$ cat src/rtl/tcp_tx_arbiter.sv
// Round-robin whole-packet arbiter that streams NUM_SRC byte sources into the SiTCP TCP_TX port.
// Build macro ARB_HEADER_EN adds a 4-byte header (A5, index, len_hi, len_lo) before each payload.
module tcp_tx_arbiter #(
  parameter int NUM_SRC = 2,
  parameter int LEN_W   = 16
) (
  input  logic                     CLK,
  input  logic                     RST,
  input  logic                     ENABLE,
  input  logic [NUM_SRC-1:0]       SRC_REQ,
  input  logic [LEN_W*NUM_SRC-1:0] SRC_LEN,
  input  logic [8*NUM_SRC-1:0]     SRC_DATA,
  output logic [NUM_SRC-1:0]       SRC_RD,
  output logic [NUM_SRC-1:0]       SRC_DONE,
  output logic                     TCP_TX_WR,
  output logic [7:0]               TCP_TX_DATA,
  input  logic                     TCP_TX_FULL,
  output logic                     BUSY,
  output logic [2:0]               GRANT_IDX,
  output logic [31:0]              PKT_CNT
);

  typedef enum logic [2:0] {
    S_IDLE,
    S_ARB,
`ifdef ARB_HEADER_EN
    S_HDR,
`endif
    S_DATA,
    S_DONE
  } state_t;

  state_t           state_q, state_d;
  logic [2:0]       last_q, grant_q, cand, arb_idx;
  logic             found;
  logic [7:0]       req_pad;
  logic [LEN_W-1:0] rem_q, len_sel;
  logic [7:0]       data_sel;
  logic             pop;
  logic             tx_wr_q;
  logic [7:0]       tx_data_q;
  logic [31:0]      pkt_cnt_q;
`ifdef ARB_HEADER_EN
  logic [1:0]       hdr_cnt_q;
  logic             hdr_wr;
  logic [7:0]       hdr_byte;
  logic [15:0]      hdr_len;
`endif

  // Zero-padded to 8 so a 3-bit candidate index is always in range.
  assign req_pad = 8'(SRC_REQ);

  // NOTE: every combinational output gets a default first, so no path can infer a latch.
  always_comb begin
    found   = 1'b0;
    arb_idx = '0;
    cand    = '0;
    for (int k = 1; k <= NUM_SRC; k++) begin
      cand = 3'((int'(last_q) + k) % NUM_SRC);
      if (!found && req_pad[cand]) begin
        found   = 1'b1;
        arb_idx = cand;
      end
    end
  end

  always_comb begin
    len_sel  = '0;
    data_sel = '0;
    for (int i = 0; i < NUM_SRC; i++) begin
      if (arb_idx == 3'(i)) len_sel  = SRC_LEN[i*LEN_W +: LEN_W];
      if (grant_q == 3'(i)) data_sel = SRC_DATA[i*8 +: 8];
    end
  end

`ifdef ARB_HEADER_EN
  // rem still holds the full packet length while the header is being sent.
  always_comb begin
    hdr_wr  = !RST && (state_q == S_HDR) && !TCP_TX_FULL;
    hdr_len = 16'(rem_q);
    case (hdr_cnt_q)
      2'd0:    hdr_byte = 8'hA5;
      2'd1:    hdr_byte = {5'b0, grant_q};
      2'd2:    hdr_byte = hdr_len[15:8];
      default: hdr_byte = hdr_len[7:0];
    endcase
  end
`endif

  // NOTE: sequential state uses non-blocking assignments so every flop samples pre-edge values.
  always_ff @(posedge CLK) begin
    if (RST) state_q <= S_IDLE;
    else     state_q <= state_d;
  end

  always_comb begin
    state_d = state_q;
    case (state_q)
      S_IDLE: if (ENABLE && |SRC_REQ) state_d = S_ARB;
      S_ARB: begin
        if (!found) state_d = S_IDLE;
        else begin
`ifdef ARB_HEADER_EN
          state_d = S_HDR;
`else
          state_d = S_DATA;
`endif
        end
      end
`ifdef ARB_HEADER_EN
      S_HDR:  if (hdr_wr && hdr_cnt_q == 2'd3) state_d = S_DATA;
`endif
      S_DATA: if (rem_q == '0) state_d = S_DONE;
      S_DONE: state_d = S_IDLE;
      default: state_d = S_IDLE;
    endcase
  end

  always_comb begin
    pop      = !RST && (state_q == S_DATA) && (rem_q != '0) && !TCP_TX_FULL;
    SRC_RD   = '0;
    SRC_DONE = '0;
    for (int i = 0; i < NUM_SRC; i++) begin
      SRC_RD[i]   = pop && (grant_q == 3'(i));
      SRC_DONE[i] = (state_q == S_DONE) && (grant_q == 3'(i));
    end
    BUSY = (state_q != S_IDLE);
  end

  always_ff @(posedge CLK) begin
    if (RST) begin
      last_q    <= 3'(NUM_SRC - 1);
      grant_q   <= '0;
      rem_q     <= '0;
      tx_wr_q   <= 1'b0;
      tx_data_q <= '0;
      pkt_cnt_q <= '0;
`ifdef ARB_HEADER_EN
      hdr_cnt_q <= '0;
`endif
    end else begin
      if (state_q == S_ARB && found) begin
        grant_q <= arb_idx;
        rem_q   <= len_sel;
      end else if (pop) begin
        rem_q <= rem_q - LEN_W'(1);
      end
`ifdef ARB_HEADER_EN
      tx_wr_q <= pop | hdr_wr;
      if (pop)         tx_data_q <= data_sel;
      else if (hdr_wr) tx_data_q <= hdr_byte;
      if (state_q == S_ARB) hdr_cnt_q <= '0;
      else if (hdr_wr)      hdr_cnt_q <= hdr_cnt_q + 2'd1;
`else
      tx_wr_q <= pop;
      if (pop) tx_data_q <= data_sel;
`endif
      if (state_q == S_DONE) begin
        pkt_cnt_q <= pkt_cnt_q + 32'd1;
        last_q    <= grant_q;
      end
    end
  end

  assign TCP_TX_WR   = tx_wr_q;
  assign TCP_TX_DATA = tx_data_q;
  assign GRANT_IDX   = grant_q;
  assign PKT_CNT     = pkt_cnt_q;

endmodule
$ cat config.mk
export PLATFORM = sky130hd
export DESIGN_NAME = tcp_tx_arbiter
export DESIGN_NICKNAME = d
export VERILOG_FILES = /design/src/rtl/tcp_tx_arbiter.sv
export SDC_FILE = /design/constraint.sdc
export NUM_CORES = 1
export LEC_CHECK = 0
export BUFFER_PORTS_ARGS = -buffer_cell sky130_fd_sc_hd__buf_2
export CAP_MARGIN = 40
export CORE_ASPECT_RATIO = 1.1
export CORE_MARGIN = 2
export CORE_UTILIZATION = 39
export CTS_CLUSTER_SIZE = 10
export DETAILED_ROUTE_END_ITERATION = 6
export PLACE_DENSITY = 0.75
export SYNTH_ARGS = -nofsm -noshare
export SYNTH_HDL_FRONTEND = slang
export SYNTH_SLANG_ARGS = --single-unit
$ cat constraint.sdc
create_clock -name CLK -period 1.9 [get_ports CLK]
set_input_delay 0.285 -clock CLK [delete_from_list [all_inputs] [get_ports CLK]]
set_output_delay 0.285 -clock CLK [all_outputs]
set_load 0.02 [all_outputs]
==> flow_summary.toml <==
[sta]
fmax_mhz = 481.7
finalMaxSlewViolations = 0
holdWs_ns = 0.2919
worst_slew_pin_slew_ns = 0.5050
setup_slack_ns = -0.1761
hold_viol_final = 0
rsz0062_at_grt = "true"
period_share_pct = 109.3
finClkSkew_ns = 0.007953
slew_headroom_pct = 66.33
setup_viol = 5
min_period_ns = 2.076

[flow_run]
max_cap_viol_count = 0

[routing]
top_layer_used = "met4"
dr.pass1.iters = 5
detail-route-antenna-nets = 0
vias = 3805
wl_met2_um = 5591
drcViolationCount = 0
wl_per_cell_um = 16.19
drt-met1-wl_um = 4301
routed_wl_um = 10770
wl_met3_um = 602
vias_per_cell = 5.722
drt_iter0_markers = 172

[synthesis]
async_flop_share_pct = 0
synth_edf_count = 0
synth_seq_area_share_pct = 36.53
synthesis.area_um2 = 3343
synth_cell_types = 55
ys_warn_count = 0
post_synth.cell_area_avg_um2 = 8.485
synthCells = 394
ys_ff_latch = 61
yosys_most_used_dff = "dfxtp_1"

[cells_and_area]
final_nets = 605
fin_cells = 665
area_delta_synth_final_pct = 47.68
drive_gt1_share_pct = 47.47
final_cell_mix = "99 x buf_2, 64 x buf_4, 42 x dfxtp_1"
diodes = 0
final_common_cell = "buf_2"

[grt]
grt_pass1_vias = 3504
grt.total_usage_pct = 22.10
grt_pass1_wl_um = 16560
gr-total-overflow = 0
grt_max_degree = 28
grt_antenna_before_repair = 0

[clock_network]
clkLatencyLatePin_ns = 0.34
cts_root_buf = "clkbuf_8"
numClockSinks = 61
cts_buffers = 9
htree_levels = 3
clockBufferDepth = 2
clk_pin_slew_ns = 0.07
cts_tree = "yes"
cts_hold_buf = 0

[worst_setup_path]
path_cells = "buf_6 > nor4b_4 > nand4_1 > or4_4 > a311oi_2"
cpPeakStageDelay_ns = 0.58
worstSetupEndpointType = "flip-flop"
critical-path-top-delay-family = "simple AND/OR/NAND/NOR gates"
cp.arrival_ns = 2.34
start_kind = "flip-flop"
cp_max_fo = 4
worstSetupPathType = "reg -> reg"
path_buf_inv = 1
cp_slowest_cell = "or4_4"
required_ns = 2.16

[pwr]
vdd_drop_max_uv = 377.9
p_total_w = 0.003544
powerDensity_nw_per_um2 = 717.8
power_leakage_nw = 2.037

[die]
die-height_um = 101.1
rows = 35
die_area_um2 = 9330
core_area_um2 = 8364
die_w_um = 92.28
pin_count = 103
start_util_pct = 39.97

[place]
io_buffers = 100
dp.cells = 621
gp_congestion = 0.8919
dp_hpwl_um = 6879

[outcome]
violations = "setup timing"
status = "finished with violations"

[worst_hold_path]
hold_class = "in -> reg"
## cells by family after synthesis
logic type / Yosys count / share of synthesized area, %
simple gates: 159 / 28.78
compound gates: 103 / 20.43
flops: 61 / 36.53
buf+inv: 40 / 5.202
mux: 18 / 5.576
xor+xnor: 10 / 2.620
fa+ha+maj: 2 / 0.7484
other cells: 1 / 0.1122
## cell type report
class | count | area, µm²
multi-input cells | 296 | 2172
inverters | 10 | 37.54
fillers | 723 | 3427
flip-flops and latches | 61 | 1257
well taps | 111 | 138.9
clock inverters | 4 | 76.32
repair buffers | 171 | 1079
clock buffers | 12 | 176.4
## tightest hold or removal path: stages
cell and delay, ns:
buf_2 0.10, mux2i_1 0.12, a211oi_1 0.08
## synthesized netlist by cell type (3+ instances only)
| library cell | count | share of area (%) |
|---|---|---|
| dfxtp_1 | 61 | 37 |
| a21oi_1 | 35 | 5.2 |
| nand2_1 | 31 | 3.5 |
| or4_1 | 23 | 5.2 |
| o31ai_1 | 22 | 4.9 |
| clkbuf_1 | 18 | 2.0 |
| nor2_1 | 18 | 2.0 |
| mux2i_1 | 13 | 3.9 |
| nand3_1 | 13 | 1.9 |
| and3_1 | 12 | 2.2 |
| nand4_1 | 12 | 2.2 |
| o21ai_0 | 12 | 1.8 |
| inv_1 | 10 | 1.1 |
| a211oi_1 | 9 | 2.0 |
| nor3_1 | 9 | 1.3 |
| or3_1 | 9 | 1.7 |
| a311oi_1 | 7 | 1.8 |
| xor2_1 | 6 | 1.6 |
| and4_1 | 5 | 1.3 |
| mux2_2 | 5 | 1.7 |
| a211o_1 | 4 | 1.0 |
| buf_1 | 4 | 0.45 |
| buf_2 | 4 | 0.60 |
| nand2b_1 | 4 | 0.75 |
| xnor2_1 | 4 | 1.0 |
| a31oi_1 | 3 | 0.56 |
| buf_4 | 3 | 0.67 |
| nor4_1 | 3 | 0.56 |
| or2_2 | 3 | 0.56 |
## worst paths after layout
kind | start | end | slack, ns | cells after the start
min | SRC_DATA[6] | TCP_TX_DATA[6] | 0.29 | 3
max reg2reg | state_q[0] | rem_q[15] | -0.18 | 5
min reg2reg | PKT_CNT[22] | PKT_CNT[22] | 0.49 | 2
max | state_q[0] | rem_q[15] | -0.18 | 5
## power breakdown
group / switching [W] / internal (W)
Sequential: 0.0000442 / 0.00131
Clock: 0.000543 / 0.000893
Combinational: 0.000395 / 0.000357
Total: 0.000983 / 0.00256
## flip-flops by register name, summed over array words and instances (netlist names)
register	count
PKT_CNT	32
last_q	1
GRANT_IDX	1
TCP_TX_WR	1
state_q	2
rem_q	16
TCP_TX_DATA	8
## per-stage QoR
step	setup TNS, ns	cell area (µm²)	setup slack, ns	utilization (%)
3_5_place_dp	-0.08462	4217	-0.02622	50.41
2_1_floorplan	0	3377	0.002342	-
5_1_grt	-1.076	4937	-0.2462	59.03
3_3_place_gp	0	4217	0.01566	50.41
4_1_cts	-0.008862	4633	-0.008862	55.39
6_report	-0.3870	4937	-0.1761	59.03
## timing repair
item | 4_1_cts | 5_1_grt
cloned | 1 | 2
pin swaps | 9 | 27
resized for setup | 19 | 52
setup endpoints to repair | 20 | 28
buffers inserted | 14 | 12
## metal layers
metal  up-vias  track usage [%]
met4         0            8.266
li1       1824                -
met1      1798            25.79
met3        28            5.310
met2       155            39.48
met5         -                0
Note: power is estimated with default switching activity, not from simulation.
